--- src/rtl/dpram_arbiter.sv ---
// Two-client front end for a dual-port RAM: zero-fills the RAM after reset, then
// round-robin arbitrates one write and one read per cycle and routes read responses.
module dpram_arbiter #(
  parameter int unsigned ADDR_W = 4,
  parameter int unsigned DATA_W = 8
) (
  input  logic                clk,
  input  logic                rst,
  input  logic [1:0]          c_valid,
  input  logic [1:0]          c_wr,
  input  logic [2*ADDR_W-1:0] c_addr,
  input  logic [2*DATA_W-1:0] c_wdata,
  output logic [1:0]          c_ready,
  output logic [1:0]          c_rvalid,
  output logic [DATA_W-1:0]   c_rdata,
  output logic                init_done,
  output logic                enb,
  output logic                wr,
  output logic                rd,
  output logic [ADDR_W-1:0]   w_addr,
  output logic [ADDR_W-1:0]   r_addr,
  output logic [DATA_W-1:0]   w_data,
  input  logic [DATA_W-1:0]   r_data
);

  localparam int unsigned Depth = 2 ** ADDR_W;
  localparam logic [ADDR_W:0] LastAddr = (ADDR_W + 1)'(Depth - 1);

  typedef enum logic [0:0] {StInit, StRun} state_e;

  state_e              state_q;
  logic [ADDR_W:0]     cnt_q;
  logic                wr_ptr_q, rd_ptr_q;
  logic                rvalid_q, rtag_q;
  logic [ADDR_W-1:0]   w_addr_q, r_addr_q;
  logic [DATA_W-1:0]   w_data_q;

  logic [1:0]          wreq, rreq;
  logic                run, w_any, r_any_raw, r_any, hazard, w_sel, r_sel;
  logic [ADDR_W-1:0]   w_sel_addr, r_sel_addr;
  logic [DATA_W-1:0]   w_sel_data;

  always_comb begin
    run        = (state_q == StRun);
    wreq       = c_valid & c_wr;
    rreq       = c_valid & ~c_wr;
    w_any      = run & (|wreq);
    r_any_raw  = run & (|rreq);
    w_sel      = (&wreq) ? wr_ptr_q : wreq[1];
    r_sel      = (&rreq) ? rd_ptr_q : rreq[1];
    w_sel_addr = w_sel ? c_addr[2*ADDR_W-1:ADDR_W] : c_addr[ADDR_W-1:0];
    r_sel_addr = r_sel ? c_addr[2*ADDR_W-1:ADDR_W] : c_addr[ADDR_W-1:0];
    w_sel_data = w_sel ? c_wdata[2*DATA_W-1:DATA_W] : c_wdata[DATA_W-1:0];
    // Same-address read waits a cycle so it observes the newly written data.
    hazard     = w_any & r_any_raw & (r_sel_addr == w_sel_addr);
    r_any      = r_any_raw & ~hazard;
    c_ready    = ({w_sel, ~w_sel} & {2{w_any}}) | ({r_sel, ~r_sel} & {2{r_any}});
  end

  always_comb begin
    enb    = 1'b0;
    wr     = 1'b0;
    rd     = 1'b0;
    w_addr = w_addr_q;
    w_data = w_data_q;
    r_addr = r_addr_q;
    if (state_q == StInit) begin
      // Gated by rst so the RAM stays idle while reset is held.
      enb    = rst;
      wr     = rst;
      w_addr = cnt_q[ADDR_W-1:0];
      w_data = '0;
    end else begin
      wr  = w_any;
      rd  = r_any;
      enb = w_any | r_any;
      if (w_any) begin
        w_addr = w_sel_addr;
        w_data = w_sel_data;
      end
      if (r_any) begin
        r_addr = r_sel_addr;
      end
    end
  end

  always_ff @(posedge clk or negedge rst) begin
    if (!rst) begin
      state_q  <= StInit;
      cnt_q    <= '0;
      wr_ptr_q <= 1'b0;
      rd_ptr_q <= 1'b0;
      rvalid_q <= 1'b0;
      rtag_q   <= 1'b0;
      w_addr_q <= '0;
      r_addr_q <= '0;
      w_data_q <= '0;
    end else begin
      w_addr_q <= w_addr;
      r_addr_q <= r_addr;
      w_data_q <= w_data;
      rvalid_q <= r_any;
      if (r_any) begin
        rtag_q   <= r_sel;
        rd_ptr_q <= ~r_sel;
      end
      if (w_any) begin
        wr_ptr_q <= ~w_sel;
      end
      if (state_q == StInit) begin
        cnt_q <= cnt_q + 1'b1;
        if (cnt_q == LastAddr) begin
          state_q <= StRun;
        end
      end
    end
  end

  assign init_done = run;
  assign c_rvalid  = rvalid_q ? (rtag_q ? 2'b10 : 2'b01) : 2'b00;
  assign c_rdata   = rvalid_q ? r_data : '0;

endmodule

--- config.mk ---
export PLATFORM = sky130hd
export DESIGN_NAME = dpram_arbiter
export DESIGN_NICKNAME = d
export VERILOG_FILES = /design/src/rtl/dpram_arbiter.sv
export SDC_FILE = /design/constraint.sdc
export NUM_CORES = 1
export LEC_CHECK = 0
export ABC_AREA = 0
export CAP_MARGIN = 20
export CORE_AREA = 10 10 87 89
export CTS_CLUSTER_SIZE = 14
export DETAILED_ROUTE_END_ITERATION = 10
export DIE_AREA = 0 0 97 99
export PLACE_DENSITY_LB_ADDON = 0.2
export SLEW_MARGIN = 20
export SYNTH_ARGS = -nofsm -noshare
export SYNTH_HDL_FRONTEND = slang
export SYNTH_SLANG_ARGS = --single-unit
export TNS_END_PERCENT = 100
--- constraint.sdc ---
create_clock -name clk -period 2.45 [get_ports clk]
set_input_delay 0.6125 -clock clk [delete_from_list [all_inputs] [get_ports clk]]
set_output_delay 0.6125 -clock clk [all_outputs]
set_load 0.03 [all_outputs]
Yosys cells after proc, flatten, opt, wreduce, memory -nomap -nowiden
Index checks and enable logic that the tools add are counted.
{"block": "word_totals", "regBits": 26, "output_inout_bits": 32, "word_cells": 50}
{"block": "op_classes", "n_addsub": 1, "eq_ne": 2, "muxes": 19, "bitwise": 15, "n_reduce_logical": 4}
{"cell": "$mux W8", "count": 4}
{"cell": "$mux W4", "count": 6}
{"cell": "$and A2 B2 Y2", "count": 4}
{"cell": "$mux W1", "count": 7}
{"cell": "$add A5 B1 Y5 const B", "count": 1}
{"cell": "$and A1 B1 Y1", "count": 5}
{"cell": "$eq A5 B4 Y1 const B", "count": 1}
{"cell": "$eq A4 B4 Y1", "count": 1}
{"cell": "$mux W2", "count": 2}
{"cell": "$reduce_and A2 Y1", "count": 2}
{"cell": "$reduce_or A2 Y1", "count": 2}
{"cell": "$not A1 Y1", "count": 3}
{"cell": "$not A2 Y2", "count": 1}
{"cell": "$or A2 B2 Y2", "count": 1}
{"cell": "$or A1 B1 Y1", "count": 1}

Longest topological paths before layout
Gate-level depths: netlist of run 1.
{"block": "logic_depth", "word_depth": 11, "mapped_depth": 6, "depth_no_buf": 5}

Least setup slack after synthesis of run 1
No wires, ideal clock.
{"block": "synth_timing", "path_type": "in2out", "startpoint": "input port c_valid[0]", "endpoint": "output port w_data[0]", "arrival_time_ps": 2204, "path_slack_ps": -367, "path_stages": 6, "cell_sequence": "nand2_1 > o21ba_2 > buf_2 > nor2_1 > nand2_1 > a21boi_0"}
{"block": "synth_via", "elab_chain_len": 6, "word_cells_on_any_way": 8}
{"element": "from (decl)", "line_no": "9", "rtl": "input logic [1:0] c_valid,"}
{"element": "$and A2 B2 Y2 *", "line_no": "45", "rtl": "wreq = c_valid & c_wr;"}
{"element": "$reduce_and A2 Y1", "line_no": "49", "rtl": "w_sel = (&wreq) ? wr_ptr_q : wreq[1];"}
{"element": "$mux W1", "line_no": "49"}
{"element": "$mux W8", "line_no": "53", "rtl": "w_sel_data = w_sel ? c_wdata[2*DATA_W-1:DATA_W] : c_wdata[DATA_W-1:0];"}
{"element": "$mux W8 *", "line_no": "77", "rtl": "if (w_any) begin"}
{"element": "$mux W8 *", "line_no": "67", "rtl": "if (state_q == StInit) begin"}
{"element": "to (decl)", "line_no": "22", "rtl": "output logic [DATA_W-1:0] w_data,"}
Mark *: on every way between the ends. The rest lies on a longest branch, timed or not.

Worst setup path in the final report of run 1
{"block": "layout_timing", "startpoint": "input port c_wr[1]", "endpoint": "output port r_addr[1]"}
{"block": "layout_via", "elab_chain_len": 11, "word_cells_on_any_way": 20}
{"element": "from (decl)", "line_no": "10", "rtl": "input logic [1:0] c_wr,"}
{"element": "$not A2 Y2", "line_no": "46", "rtl": "rreq = c_valid & ~c_wr;"}
{"element": "$and A2 B2 Y2", "line_no": "46"}
{"element": "$reduce_and A2 Y1", "line_no": "50", "rtl": "r_sel = (&rreq) ? rd_ptr_q : rreq[1];"}
{"element": "$mux W1", "line_no": "50"}
{"element": "$mux W4", "line_no": "52", "rtl": "r_sel_addr = r_sel ? c_addr[2*ADDR_W-1:ADDR_W] : c_addr[ADDR_W-1:0];"}
{"element": "$eq A4 B4 Y1", "line_no": "55", "rtl": "hazard = w_any & r_any_raw & (r_sel_addr == w_sel_addr);"}
{"element": "$and A1 B1 Y1", "line_no": "55"}
{"element": "$not A1 Y1", "line_no": "56", "rtl": "r_any = r_any_raw & ~hazard;"}
{"element": "$and A1 B1 Y1 *", "line_no": "56"}
{"element": "named net r_any", "line_no": "39", "rtl": "logic run, w_any, r_any_raw, r_any, hazard, w_sel, r_sel;"}
{"element": "$mux W4 *", "line_no": "81", "rtl": "if (r_any) begin"}
{"element": "$mux W4 *", "line_no": "67"}
{"element": "to (decl)", "line_no": "21", "rtl": "output logic [ADDR_W-1:0] r_addr,"}
The timed path passes the listed nets; every way through them passes the cells marked *.

==> impl_metrics.json, run 1 <==
{
  "outcome": "finished with violations",
  "failed_checks": "setup timing",
  "clkLatencyLatePin_ns": 0.27,
  "synthSimpleGateAreaFrac_pct": 15.4,
  "postSynthAreaPerCell_um2": 10.4,
  "hold_path.class": "reg2reg",
  "grt_max_degree": 27,
  "crit_buf_inv": 3,
  "path_class": "in2out",
  "rows": 28,
  "finish.utilization_pct": 47.4,
  "finClkSkew_ns": 0.00413,
  "port_buffers": 69,
  "p_leak_uw": 0.00127,
  "crit_arrival_ns": 1.95,
  "dp_slack_ns": -0.971,
  "rsz0062_at_grt": "true",
  "cts_made_buffers": 3,
  "die_y_um": 99,
  "final_critical_path_setup_slack_ns": -0.111,
  "drc": 0,
  "root_buffer": "clkbuf_8",
  "hold_viol_final": 0,
  "cp_max_fo": 3,
  "fill_cells": 559,
  "post_dp_cell_area_mm2": 0.00237,
  "drt_iter0_markers": 36,
  "grt_antenna_before_repair": 0,
  "clkSinkCount": 26,
  "worst_pin_slew_ns": 0.423,
  "hold_buffers": 0,
  "clk_pin_slew_ns": 0.10,
  "vias": 1388,
  "setup_viol": 12,
  "wire_per_inst_um": 15.6,
  "cp_data_required_time_ns": 1.84,
  "max_stage_delay_ns": 0.31,
  "min_period_ns": 2.56,
  "power_density_mw_per_mm2": 546,
  "fmax_ghz": 0.390,
  "syn_inst": 137,
  "slew_headroom_pct": 71.5,
  "grt_first_pass_wirelength_um": 7620,
  "clockBufferDepth": 2,
  "ir_drop_uv": 259,
  "die-area_mm2": 0.00960,
  "ant_nets": 0,
  "tritoncts": "built",
  "critPathSlowestCell": "mux2_4",
  "fin_area_mm2": 0.00278,
  "gr-total-overflow": 0,
  "tns_ns": -0.629,
  "dp.cells": 299,
  "cts_htree_levels": 1,
  "antenna_cells": 0,
  "ys_ff_latch": 26,
  "synth_fa_ha_area_share_pct": 1.76,
  "drt_first_pass_iters": 4,
  "initial_core_util_pct": 24.3,
  "core_area_mm2": 0.00585,
  "cp-end-kind": "primary output",
  "yosysUniqueCellTypes": 32,
  "gp_congestion": 0.741,
  "synth_area_mm2": 0.00142,
  "stdcell_count": 315,
  "synthMuxAreaShare_pct": 8.62,
  "crit_chain": "buf_8, nor2b_4, a21boi_4, o21ai_4, a31oi_4, buf_6, mux2_4, buf_6",
  "num-nets-final": 281,
  "syn_nets": 177,
  "totalWireLength_um": 4920,
  "layout-drive-gt1-share_pct": 51.2,
  "synth_compound_area_share_pct": 20.8,
  "crit_path_frequent_cell": "buf_6",
  "maxCapViolCount": 0,
  "vias_per_cell": 4.41,
  "synth_top_family_by_area": "compound AO/OA/AOI/OAI gates",
  "dp_hpwl_um": 3670,
  "die_w_um": 97,
  "yosysWarnings": 0,
  "grt_pass1_vias": 1490,
  "slew_viol_final": 0,
  "critPathLaunchType": "input pin",
  "yosysSeqAreaShare_pct": 45.7,
  "synth-xor-area-share_pct": 4.31,
  "period_share_pct": 105,
  "area_delta_synth_final_pct": 95.1,
  "grt_use_total_pct": 9.64,
  "critPathTopFamily": "compound AO/OA/AOI/OAI gates",
  "ios": 70
}
## cell usage after synthesis
master     instances  share of area [%]
nor2b_1            6                2.6
mux2i_1            1               0.70
o2bb2ai_1          1               0.62
a21boi_0           8                4.2
xnor2_1            7                4.3
and2_1            10                4.4
nand3_1            1               0.35
mux2_2            10                7.9
nor2b_4            1               0.97
nor2_1             2               0.53
o22ai_1            3                1.3
a22oi_1            8                4.2
nand2_1           14                3.7
inv_1              6                1.6
o21ai_0            6                2.1
nor2b_2            1               0.62
ha_1               2                1.8
a22o_1             1               0.62
and3_1             1               0.44
dfrtp_1           26                 46
o21ai_2            1               0.62
a21boi_4           1                1.3
nand2b_1           2               0.88
buf_2              2               0.70
a211oi_1           4                2.1
a21oi_1            3                1.1
a31oi_4            1                1.5
o21ba_2            1               0.70
clkbuf_1           4                1.1
or2_2              1               0.44
a31oi_1            1               0.44
nand4_1            1               0.44
## where the power goes
group	switching, µW	internal (µW)
clock network	144	219
logic	317	338
registers	18.2	481
## logic make-up (layout without fill, tap and decap cells)
logic type                 Yosys count  in the layout
AOI/OAI and AO/OA                   39             39
xor gates and xnor gates             7              7
adders and majority gates            2              2
buffers and inverters               12            115
DFF                                 26             26
muxes                               11             11
and+or+nand+nor                     40             40
## worst reg2reg max path: cells and delay by family, from the launching register on
family	cells	cell delay [ns]
flip-flops	1	0.33
AO/OA/AOI/OAI	3	0.53
buffers and inverters	4	0.42
multiplexers	1	0.32
## cell usage in the layout, fill, tap and decap left out, types with 3 or more instances in the layout
cell type / instances
nor2b_1: 6
inv_1: 6
and2_1: 10
a22oi_1: 8
xnor2_1: 3
mux2_4: 8
o22ai_2: 3
nand2_2: 3
buf_6: 27
clkdlybuf4s50_1: 28
xnor2_2: 4
nand2_1: 10
dfrtp_1: 26
clkbuf_8: 3
a211oi_2: 3
buf_4: 42
buf_12: 3
a21boi_2: 8
o21ai_0: 6
## layout make-up
type / instances / area (µm²) / share of cell area [%]
inverter: 6 / 22.5 / 0.812
sequential: 26 / 651 / 23.4
clock buffer: 3 / 41.3 / 1.49
tap: 75 / 93.8 / 3.38
multi-input combinational: 99 / 912 / 32.9
clock inverter: 1 / 30.0 / 1.08
timing repair buffer: 105 / 1020 / 36.9
## repair_timing
| action | CTS | global route |
|---|---|---|
| cloned | 0 | 1 |
| setup endpoints to repair | 21 | 17 |
| pin swaps | 12 | 14 |
| resized for setup | 113 | 17 |
| buffers inserted | 5 | 6 |
## metrics by stage
step	hold slack [ns]	total power, µW
after global placement	0.469	1050
after global routing	0.504	1590
after detailed placement	0.474	1060
after floorplan	0.317	791
final	0.491	1520
after CTS	0.498	1490
## per-layer routing
metal / GRT usage, % / share of wire [%]
met2: 14.7 / 43
met1: 11.2 / 44
met3: 5.52 / 12
met5: 0 / 0
met4: 2.84 / 0.81
## registers in the layout, indices dropped and copies added (netlist names)
register,flops
cnt_q,5
init_done,1
r_addr_q,4
rd_ptr_q,1
rtag_q,1
rvalid_q,1
w_addr_q,4
w_data_q,8
wr_ptr_q,1
## path summary, 6_finish.rpt
check | start | end | slack, ns | depth (start not counted)
worst min register to register | cnt_q[4] | cnt_q[4] | 0.49 | 2
min in group asynchronous | rst | init_done | 0.76 | 2
worst max register to register | rd_ptr_q | rtag_q | 0.75 | 8
max in group asynchronous | rst | rd_ptr_q | 1.43 | 2
worst max-delay path | c_wr[1] | r_addr[1] | -0.11 | 8
worst min-delay path | cnt_q[4] | cnt_q[4] | 0.49 | 2
Note: power is estimated with default switching activity, not from simulation.
==> inputs of run 2 (changes only) <==
--- a/config.mk
+++ b/config.mk
@@ -7,10 +7,10 @@
 export LEC_CHECK = 0
 export ABC_AREA = 0
 export CAP_MARGIN = 20
-export CORE_AREA = 10 10 87 89
+export CORE_AREA = 3 3 80 82
 export CTS_CLUSTER_SIZE = 14
 export DETAILED_ROUTE_END_ITERATION = 10
-export DIE_AREA = 0 0 97 99
+export DIE_AREA = 0 0 83 85
 export PLACE_DENSITY_LB_ADDON = 0.2
 export SLEW_MARGIN = 20
 export SYNTH_ARGS = -nofsm -noshare
==> impl_metrics.json, run 2 (synthesis results as in run 1) <==
{
  "outcome": "finished with violations",
  "failed_checks": "setup timing",
  "final_cell_mix": "buf_4 (47), clkdlybuf4s50_1 (27), dfrtp_1 (26)",
  "ios": 70,
  "ir_drop_uv": 307,
  "vias": 1406,
  "slew_headroom_pct": 76.4,
  "cp_data_required_time_ns": 1.84,
  "hold_path.class": "reg2reg",
  "layout_commonest_cell": "buf_4",
  "grt_max_degree": 27,
  "critPathLaunchType": "input pin",
  "largest_reg_flops": 8,
  "clockBufferDepth": 2,
  "dp_hpwl_um": 3150,
  "root_buffer": "clkbuf_8",
  "drc": 0,
  "die-area_mm2": 0.00706,
  "vias_per_cell": 4.38,
  "die_w_um": 83,
  "hold_viol_final": 0,
  "grt_pass1_vias": 1596,
  "regMostFlops": "w_data_q",
  "dp_slack_ns": -0.975,
  "setup_viol": 7,
  "min_period_ns": 2.53,
  "max_stage_delay_ns": 0.35,
  "port_buffers": 69,
  "grt_first_pass_wirelength_um": 7520,
  "largestRegisters": "w_data_q: 8 flops, cnt_q: 5 flops",
  "period_share_pct": 103,
  "finClkSkew_ns": 0.00123,
  "worst_pin_slew_ns": 0.355,
  "rows": 28,
  "gp_congestion": 0.805,
  "slew_viol_final": 0,
  "power_uw": 1510,
  "crit_buf_inv": 2,
  "totalWireLength_um": 4490,
  "gr-total-overflow": 0,
  "grt_antenna_before_repair": 0,
  "grt_use_total_pct": 13.0,
  "tns_ns": -0.417,
  "fill_cells": 592,
  "ant_nets": 0,
  "cp_max_fo": 5,
  "clk_pin_slew_ns": 0.10,
  "maxCapViolCount": 0,
  "die_y_um": 85,
  "critPathSlowestCell": "mux2_4",
  "clkSinkCount": 26,
  "tritoncts": "built",
  "path_class": "in2out",
  "core_area_mm2": 0.00582,
  "initial_core_util_pct": 24.5,
  "area_delta_synth_final_pct": 94.5,
  "cts_htree_levels": 1,
  "layout-drive-gt1-share_pct": 55.3,
  "drt_first_pass_iters": 3,
  "critPathTopFamily": "compound AO/OA/AOI/OAI gates",
  "num-nets-final": 287,
  "wire_per_inst_um": 14.0,
  "cts_made_buffers": 3,
  "p_leak_uw": 0.00128,
  "fmax_ghz": 0.395,
  "drt_iter0_markers": 43,
  "hold_buffers": 0,
  "antenna_cells": 0,
  "rsz0062_at_grt": "true",
  "clkLatencyLatePin_ns": 0.28,
  "crit_chain": "buf_4, nor2b_4, a21boi_4, o21ai_2, a31oi_4, mux2_4, buf_6",
  "cp-end-kind": "primary output",
  "crit_arrival_ns": 1.92,
  "power_density_mw_per_mm2": 547,
  "final_critical_path_setup_slack_ns": -0.0810
}
==> run 2: cell types whose count changed in the layout (fill, tap and decap cells not counted), moves of 2 or more <==
cell,previous run,this run
buf_6,27,23
buf_4,42,47
nand2_1,10,5
nand2_2,3,7
xnor2_2,4,2
xnor2_1,3,5
buf_12,3,1
buf_2,2,10
==> run 2: worst paths after layout <==
| path | from | end | slack [ns] | cells past startpoint |
|---|---|---|---|---|
| min | cnt_q[4] | cnt_q[4] | 0.49 | 2 |
| min reg2reg | cnt_q[4] | cnt_q[4] | 0.49 | 2 |
| max | c_valid[0] | r_addr[2] | -0.08 | 7 |
| max reg2reg | rd_ptr_q | rtag_q | 0.76 | 7 |
| max in group asynchronous | rst | r_addr_q[2] | 1.43 | 2 |
| min in group asynchronous | rst | cnt_q[4] | 0.76 | 2 |
==> run 2: stage by stage <==
step                util, %  area, µm²  std cells  hold slack [ns]
finish                 47.6       2770        321            0.491
global route           47.6       2770        321            0.516
global placement       40.7       2370        299            0.469
CTS                    45.9       2670        316            0.498
floorplan                 -       1480        137            0.317
detailed placement     40.7       2370        299            0.473
==> run 2: area by class of cell <==
cell class	instances	area [µm²]	share of cell area [%]
repair buffers	111	995	36.0
multi-input cells	99	933	33.7
flip-flops and latches	26	651	23.5
well taps	75	93.8	3.39
clock buffers	3	41.3	1.49
clock inverters	1	30.0	1.09
inverters	6	22.5	0.814
==> run 2: routing by layer <==
metal / vias up / wire, µm / track usage [%]
met5: - / 0 / 0
met4: 0 / 61 / 3.86
met3: 7 / 405 / 4.76
met2: 64 / 2050 / 21.5
met1: 641 / 1970 / 15.9
li1: 694 / - / -
==> run 2: worst register-to-register path, stage by stage (launching register included) <==
cell	delay (ns)
dfrtp_1	0.33
inv_1	0.07
a21boi_4	0.20
o21ai_2	0.10
a31oi_4	0.29
buf_6	0.17
buf_4	0.10
mux2_2	0.31
==> run 2: report_power, final <==
group	switching, µW	internal [µW]
Combinational	316	329
Sequential	20.5	482
Clock	148	219
Total	484	1030
==> run 2: timing repair <==
action | in CTS | in global routing
resized for setup | 128 | 16
pin swaps | 17 | 6
gates cloned | 0 | 1
setup endpoints to repair | 21 | 19
setup buffers | 13 | 4
